===== src/rtl/branch_predict_if.sv =====
// branch_predict_if: fetch/execute/flush signal bundle for branch_predict; stat ports only when BP_STATS_EN is defined
interface branch_predict_if;
    logic [31:0] f_pc;
    logic        f_pred_taken;
    logic [31:0] f_pred_target;
    logic        ex_valid;
    logic [31:0] ex_pc;
    logic [6:0]  ex_opcode;
    logic        ex_br_taken;
    logic [31:0] ex_target;
    logic        ex_pred_taken;
    logic [31:0] ex_pred_target;
    logic        flush;
    logic [31:0] redirect_pc;
`ifdef BP_STATS_EN
    logic [31:0] stat_branches;
    logic [31:0] stat_mispredicts;
    modport master (
        output f_pc, ex_valid, ex_pc, ex_opcode, ex_br_taken, ex_target, ex_pred_taken, ex_pred_target,
        input  f_pred_taken, f_pred_target, flush, redirect_pc, stat_branches, stat_mispredicts
    );
    modport slave (
        input  f_pc, ex_valid, ex_pc, ex_opcode, ex_br_taken, ex_target, ex_pred_taken, ex_pred_target,
        output f_pred_taken, f_pred_target, flush, redirect_pc, stat_branches, stat_mispredicts
    );
`else
    modport master (
        output f_pc, ex_valid, ex_pc, ex_opcode, ex_br_taken, ex_target, ex_pred_taken, ex_pred_target,
        input  f_pred_taken, f_pred_target, flush, redirect_pc
    );
    modport slave (
        input  f_pc, ex_valid, ex_pc, ex_opcode, ex_br_taken, ex_target, ex_pred_taken, ex_pred_target,
        output f_pred_taken, f_pred_target, flush, redirect_pc
    );
`endif
endinterface


===== src/rtl/branch_predict.sv =====
// branch_predict: 2-bit counter BHT + direct-mapped BTB with registered mispredict flush; BP_STATS_EN adds resolution counters
module branch_predict #(
    parameter int  ENTRIES = 64,
    localparam int IDX_W   = $clog2(ENTRIES)
) (
    input logic             clk,
    input logic             rst_n,
    branch_predict_if.slave bp
);
    localparam int         TAG_W   = 30 - IDX_W;
    localparam logic [6:0] OP_BR   = 7'b1100011;
    localparam logic [6:0] OP_JAL  = 7'b1101111;
    localparam logic [6:0] OP_JALR = 7'b1100111;

    logic [ENTRIES-1:0] valid_q;
    logic [1:0]         ctr_q [ENTRIES];
    logic [TAG_W-1:0]   tag_q [ENTRIES];
    logic [31:0]        tgt_q [ENTRIES];

    logic [IDX_W-1:0] f_idx, e_idx;
    logic             f_hit, e_hit, is_br, is_jmp, act_taken, mispred, accept;
    logic [1:0]       ctr_nxt;

    assign f_idx            = bp.f_pc[IDX_W+1:2];
    assign f_hit            = valid_q[f_idx] && tag_q[f_idx] == bp.f_pc[31:IDX_W+2];
    assign bp.f_pred_taken  = f_hit && ctr_q[f_idx][1];
    assign bp.f_pred_target = bp.f_pred_taken ? tgt_q[f_idx] : bp.f_pc + 32'd4;

    assign e_idx     = bp.ex_pc[IDX_W+1:2];
    assign e_hit     = valid_q[e_idx] && tag_q[e_idx] == bp.ex_pc[31:IDX_W+2];
    assign is_br     = bp.ex_opcode == OP_BR;
    assign is_jmp    = bp.ex_opcode == OP_JAL || bp.ex_opcode == OP_JALR;
    assign act_taken = is_jmp || (is_br && bp.ex_br_taken);
    assign mispred   = bp.ex_pred_taken != act_taken || (act_taken && bp.ex_pred_target != bp.ex_target);
    // the cycle after a mispredict carries a wrong-path instruction, so it is ignored entirely
    assign accept    = bp.ex_valid && !bp.flush;

    // saturating counter step; a taken branch that misses allocates a fresh weakly-taken entry
    always_comb begin
        ctr_nxt = is_jmp ? 2'b11
                : act_taken ? (e_hit ? ctr_q[e_idx] + {1'b0, ctr_q[e_idx] != 2'b11} : 2'b10)
                : ctr_q[e_idx] - {1'b0, ctr_q[e_idx] != 2'b00};
    end

    // valid bits and counters: train on taken, decay on hit not-taken branch, drop aliasing non-control hits
    always_ff @(posedge clk or negedge rst_n) begin
        if (!rst_n) begin
            valid_q <= '0;
            for (int i = 0; i < ENTRIES; i++) ctr_q[i] <= 2'b01;
        end else if (accept) begin
            if (act_taken) begin
                valid_q[e_idx] <= 1'b1;
                ctr_q[e_idx]   <= ctr_nxt;
            end else if (e_hit && is_br) begin
                ctr_q[e_idx]   <= ctr_nxt;
            end else if (e_hit && !is_jmp) begin
                valid_q[e_idx] <= 1'b0;
            end
        end
    end

    // tag and target arrays are qualified by valid_q, so they carry no reset
    always_ff @(posedge clk) begin
        if (accept && act_taken) begin
            tag_q[e_idx] <= bp.ex_pc[31:IDX_W+2];
            tgt_q[e_idx] <= bp.ex_target;
        end
    end

    // one-cycle flush pulse with the corrected next PC
    always_ff @(posedge clk or negedge rst_n) begin
        if (!rst_n) begin
            bp.flush       <= 1'b0;
            bp.redirect_pc <= '0;
        end else begin
            bp.flush <= accept && mispred;
            if (accept && mispred) bp.redirect_pc <= act_taken ? bp.ex_target : bp.ex_pc + 32'd4;
        end
    end

`ifdef BP_STATS_EN
    // accepted control resolutions and flush-causing resolutions, wrapping at 2^32
    always_ff @(posedge clk or negedge rst_n) begin
        if (!rst_n) begin
            bp.stat_branches    <= '0;
            bp.stat_mispredicts <= '0;
        end else if (accept) begin
            if (is_br || is_jmp) bp.stat_branches <= bp.stat_branches + 32'd1;
            if (mispred) bp.stat_mispredicts <= bp.stat_mispredicts + 32'd1;
        end
    end
`endif
endmodule


===== src/flat_wrapper.sv =====
// flat-port wrapper written by rule: the top's interface ports become plain ports
module branch_predict_flat 
#(
    parameter int  ENTRIES = 64,
    localparam int IDX_W   = $clog2(ENTRIES)
)
  (clk, rst_n, bp_f_pc, bp_ex_valid, bp_ex_pc, bp_ex_opcode, bp_ex_br_taken, bp_ex_target, bp_ex_pred_taken, bp_ex_pred_target, bp_f_pred_taken, bp_f_pred_target, bp_flush, bp_redirect_pc);
  branch_predict_if bp_i ();
  input logic clk;
  input logic rst_n;
  input wire logic [$bits(bp_i.f_pc)-1:0] bp_f_pc;
  input wire logic [$bits(bp_i.ex_valid)-1:0] bp_ex_valid;
  input wire logic [$bits(bp_i.ex_pc)-1:0] bp_ex_pc;
  input wire logic [$bits(bp_i.ex_opcode)-1:0] bp_ex_opcode;
  input wire logic [$bits(bp_i.ex_br_taken)-1:0] bp_ex_br_taken;
  input wire logic [$bits(bp_i.ex_target)-1:0] bp_ex_target;
  input wire logic [$bits(bp_i.ex_pred_taken)-1:0] bp_ex_pred_taken;
  input wire logic [$bits(bp_i.ex_pred_target)-1:0] bp_ex_pred_target;
  output wire logic [$bits(bp_i.f_pred_taken)-1:0] bp_f_pred_taken;
  output wire logic [$bits(bp_i.f_pred_target)-1:0] bp_f_pred_target;
  output wire logic [$bits(bp_i.flush)-1:0] bp_flush;
  output wire logic [$bits(bp_i.redirect_pc)-1:0] bp_redirect_pc;
  assign bp_i.f_pc = bp_f_pc;
  assign bp_i.ex_valid = bp_ex_valid;
  assign bp_i.ex_pc = bp_ex_pc;
  assign bp_i.ex_opcode = bp_ex_opcode;
  assign bp_i.ex_br_taken = bp_ex_br_taken;
  assign bp_i.ex_target = bp_ex_target;
  assign bp_i.ex_pred_taken = bp_ex_pred_taken;
  assign bp_i.ex_pred_target = bp_ex_pred_target;
  assign bp_f_pred_taken = bp_i.f_pred_taken;
  assign bp_f_pred_target = bp_i.f_pred_target;
  assign bp_flush = bp_i.flush;
  assign bp_redirect_pc = bp_i.redirect_pc;
  branch_predict #(.ENTRIES(ENTRIES)) u_core (.clk(clk), .rst_n(rst_n), .bp(bp_i));
endmodule

===== config.mk =====
export PLATFORM = sky130hd
export DESIGN_NAME = branch_predict_flat
export DESIGN_NICKNAME = d
export VERILOG_FILES = /design/src/rtl/branch_predict_if.sv /design/src/rtl/branch_predict.sv /design/src/flat_wrapper.sv
export SDC_FILE = /design/constraint.sdc
export NUM_CORES = 2
export LEC_CHECK = 0
export CORE_MARGIN = 4
export CORE_UTILIZATION = 46
export CTS_CLUSTER_DIAMETER = 50
export DETAILED_ROUTE_END_ITERATION = 8
export MAX_ROUTING_LAYER = met4
export PLACE_DENSITY_LB_ADDON = 0.12
export SYNTH_ARGS = -nofsm -noshare
export SYNTH_HDL_FRONTEND = slang
export SYNTH_SLANG_ARGS = --single-unit

===== constraint.sdc =====
create_clock -name clk -period 6.7 [get_ports clk]
set_clock_uncertainty 0.2 [all_clocks]
set_input_delay 1.005 -clock clk [delete_from_list [all_inputs] [get_ports clk]]
set_output_delay 1.005 -clock clk [all_outputs]
set_load 0.02 [all_outputs]

==> impl_metrics.json <==
{
  "grt_pass1_wl_um": 875000,
  "initialDrtViolationCount": 17300,
  "die_x_um": 604,
  "synth_xor_xnor_area_share_pct": 0.671,
  "drive_gt1_share_pct": 33.4,
  "end_kind": "output pin",
  "synthCells": 8350,
  "coreArea_sq_um": 353000,
  "crit_type": "in2out",
  "row_count": 218,
  "syn_area_per_cell_sq_um": 19.5,
  "synth_top_family_by_area": "multiplexers",
  "slew_headroom_pct": -7.69,
  "synth_seq_cells": 3809,
  "gr-total-overflow": 0,
  "hold_path_class": "in2reg",
  "htreeDepth": 5,
  "numPortBuffers": 205,
  "grt_pass1_vias": 97000,
  "path_common_cell": "buf_12",
  "dr.pass1.iters": 6,
  "antenna_found_initial": 57,
  "fin_crit_sh_pct": 100,
  "synth-simple-area-share_pct": 2.62,
  "finalSetupTns_ns": -0.0188,
  "routed_wl_um": 656000,
  "nets": 9221,
  "cts_tree": "built",
  "cts_buffer_depth": 4,
  "p_leak_nw": 62.1,
  "dp_hpwl_um": 383000,
  "yosysMostFrequentCell": "edfxtp_1",
  "syn-num-nets": 8492,
  "use_met1_pct": 48.2,
  "synth-async-reset-ratio_pct": 5.91,
  "grt_max_degree": 146,
  "crit_fanout": 26,
  "cts_buffers": 450,
  "ys.flop_type": "edfxtp_1",
  "finalHoldViolations": 0,
  "fin_crit_ns": 6.72,
  "dpl_worst_slack_ns": -0.840,
  "vias": 100000,
  "area_delta_synth_final_pct": 17.7,
  "cts_sinks": 3809,
  "post-place-cells": 13300,
  "synth_top_cell_by_area": "edfxtp_1",
  "ys_seq_area_share_pct": 69.5,
  "initial_core_util_pct": 46.2,
  "status": "complete, but fails checks",
  "synth.top_cell.area_share_pct": 66.0,
  "path_clk_slew_ns": 0.07,
  "yosys_warnings": 0,
  "r2r_setup_slack_ns": 1.93,
  "drv_cap": 2,
  "io_pins": 206,
  "synth-compound-area-share_pct": 5.33,
  "met2_usage_pct": 52.3,
  "tightest_slew_ns": 1.62,
  "p_per_area_nw_per_um2": 286,
  "grtUsageTotal_pct": 36.6,
  "max_stage_delay_ns": 0.51,
  "critPathLaunchType": "input port",
  "muxShareOfSynthArea_pct": 20.1,
  "clk_latency_ns": 1.01,
  "routedWlPerCell_um": 46.0,
  "final_cells": 14300,
  "ant_nets": 0,
  "critPathTopFamily": "buffers and inverters",
  "die-area_sq_um": 364000,
  "die_height_um": 604,
  "critical_path_arrival_ns": 5.51,
  "clockRootBuffer": "clkbuf_16",
  "violations": "capacitance limit, slew limit, setup timing",
  "cpMaxStageDelayCell": "mux4_2",
  "critical_path.cell_chain": "buf_12 > buf_12 > buf_12 > mux4_2 > mux4_2 > mux2i_1 > xnor2_1 > a21oi_2 > buf_6 > nand2_1 > nor4bb_1 > nand4_1 > buf_6 > buf_12 > mux2_2 > dlygate4sd2_1",
  "setup_viol": 1,
  "final-max-slew-violation-count": 19,
  "synth_adder_area_share_pct": 0.0153,
  "syn-cell-area_sq_um": 163000,
  "busiest_layer": "met2",
  "crit_buf_inv": 7,
  "cp_data_required_time_ns": 5.49,
  "synth_edf_count": 3584,
  "synth_area_leaders": "edfxtp_1 (66%), mux4_2 (17%), dfrtp_1 (2.5%), mux2i_1 (1.6%), mux2_2 (1.1%)",
  "ys_types": 82,
  "routabilityCongestion": 0.941,
  "gr-usage-met3_pct": 9.05,
  "worst_slack_ns": -0.0188,
  "synthTopCellsByCount": "edfxtp_1 (3,584), mux4_2 (1,255), nand2_1 (378), clkbuf_1 (281), mux2i_1 (267)",
  "ir_worst_vdd_v": 0.000244,
  "vias_per_cell": 7.05,
  "fmax_mhz": 149,
  "drc": 0
}
path summary, 6_finish.rpt:
check / from / to / cells past startpoint
worst max-delay path: bp_f_pc[3] / bp_f_pred_target[1] / 16
worst min-delay path: bp_ex_pc[30] / u_core.tag_q[31][22]$_DFFE_PP_ / 1
worst max register to register: u_core.tag_q[37][8]$_DFFE_PP_ / u_core.ctr_q[22]$_DFFE_PN1P_ / 15
worst min register to register: u_core.bp.redirect_pc[6]$_DFFE_PN0P_ / u_core.bp.redirect_pc[6]$_DFFE_PN0P_ / 2
max in group asynchronous: rst_n / async pin / 3
min in group asynchronous: rst_n / u_core.bp.flush$_DFF_PN0_ / 2
state kept, by name, indices dropped and copies added (netlist names), named ones only:
register and count:
u_core.tgt_q 2048, u_core.ctr_q 128, u_core.bp.redirect_pc 32, u_core.tag_q 1536
u_core.bp.flush 1
cell type report:
type / count / area (sq um)
Tap cell: 4730 / 5920
Fill cell: 27400 / 161000
Clock buffer: 544 / 11700
Sequential cell: 3809 / 113000
Clock inverter: 303 / 3240
Antenna cell: 54 / 135
Inverter: 17 / 73.8
Timing Repair Buffer: 890 / 9830
Multi-Input combinational cell: 3911 / 47800
worst register-to-register path, stage by stage, from the launching register on:
cell	delay, ns
edfxtp_1	0.40
mux2_1	0.31
a221o_1	0.29
a222oi_1	0.40
o22ai_1	0.22
nor4_2	0.63
xnor2_1	0.18
nor4_2	0.31
buf_4	0.23
nand4_2	0.10
buf_4	0.19
o31a_1	0.35
a2111oi_4	0.37
buf_12	0.24
buf_12	0.19
a21oi_1	0.09
layer usage:
layer | part of all wire, % | vias to the layer above
met5 | 0 | -
met4 | 6.9 | 0
met3 | 12 | 1762
met2 | 45 | 7917
met1 | 37 | 53800
li1 | - | 37000
placed cells by master (no fill, tap or decap), types with 49 or more instances in the layout:
| master | count |
|---|---|
| a21o_1 | 69 |
| o2bb2ai_1 | 82 |
| buf_12 | 213 |
| clkinv_2 | 63 |
| a221oi_1 | 113 |
| dfrtp_1 | 161 |
| nand2_1 | 376 |
| mux4_2 | 1255 |
| a21oi_2 | 62 |
| nor2_1 | 141 |
| dfstp_2 | 64 |
| buf_4 | 483 |
| buf_2 | 56 |
| clkbuf_16 | 457 |
| bufinv_16 | 49 |
| xor2_1 | 58 |
| mux2_2 | 161 |
| a22o_1 | 50 |
| nor2_4 | 68 |
| nand3_1 | 76 |
| a22oi_1 | 146 |
| clkbuf_1 | 86 |
| o21ai_0 | 125 |
| edfxtp_1 | 3584 |
| clkinv_1 | 71 |
| clkdlybuf4s50_1 | 106 |
| o22ai_1 | 85 |
| xnor2_1 | 60 |
| mux2i_1 | 265 |
| a221o_1 | 73 |
| diode_2 | 54 |
| a21oi_1 | 207 |
repair_timing:
item | in CTS | in global routing
endpoints found under the setup margin | 33 | 32
cloned | 3 | 3
hold endpoints to repair | 76 | 0
buffers inserted | 5 | 5
resized for setup | 22 | 16
hold buffers | 1 | 0
pin swaps | 3 | 7
where the power goes:
part           switching [mW]  internal [mW]
Sequential             0.0427           26.1
Clock                    10.3           14.5
Combinational            2.47           1.53
cells by family after synthesis:
family | after synthesis
AOI/OAI and AO/OA | 1190
xor gates and xnor gates | 125
adders and majority gates | 2
buffers and inverters | 630
DFF | 3809
muxes | 1693
and+or+nand+nor | 901
stage by stage:
| stage | cell area, sq um | power (mW) | hold WS, ns | utilization [%] |
|---|---|---|---|---|
| finish | 192000 | 54.9 | 0.0906 | 54.4 |
| global route | 192000 | 56.2 | 0.0708 | 54.4 |
| CTS | 192000 | 55.0 | 0.0254 | 54.3 |
| detailed placement | 176000 | 30.5 | 0.274 | 50.0 |
| global placement | 176000 | 30.4 | 0.270 | 50.0 |
| floorplan | 163000 | 28.5 | 0.259 | - |
Note: power is estimated with default switching activity, not from simulation.
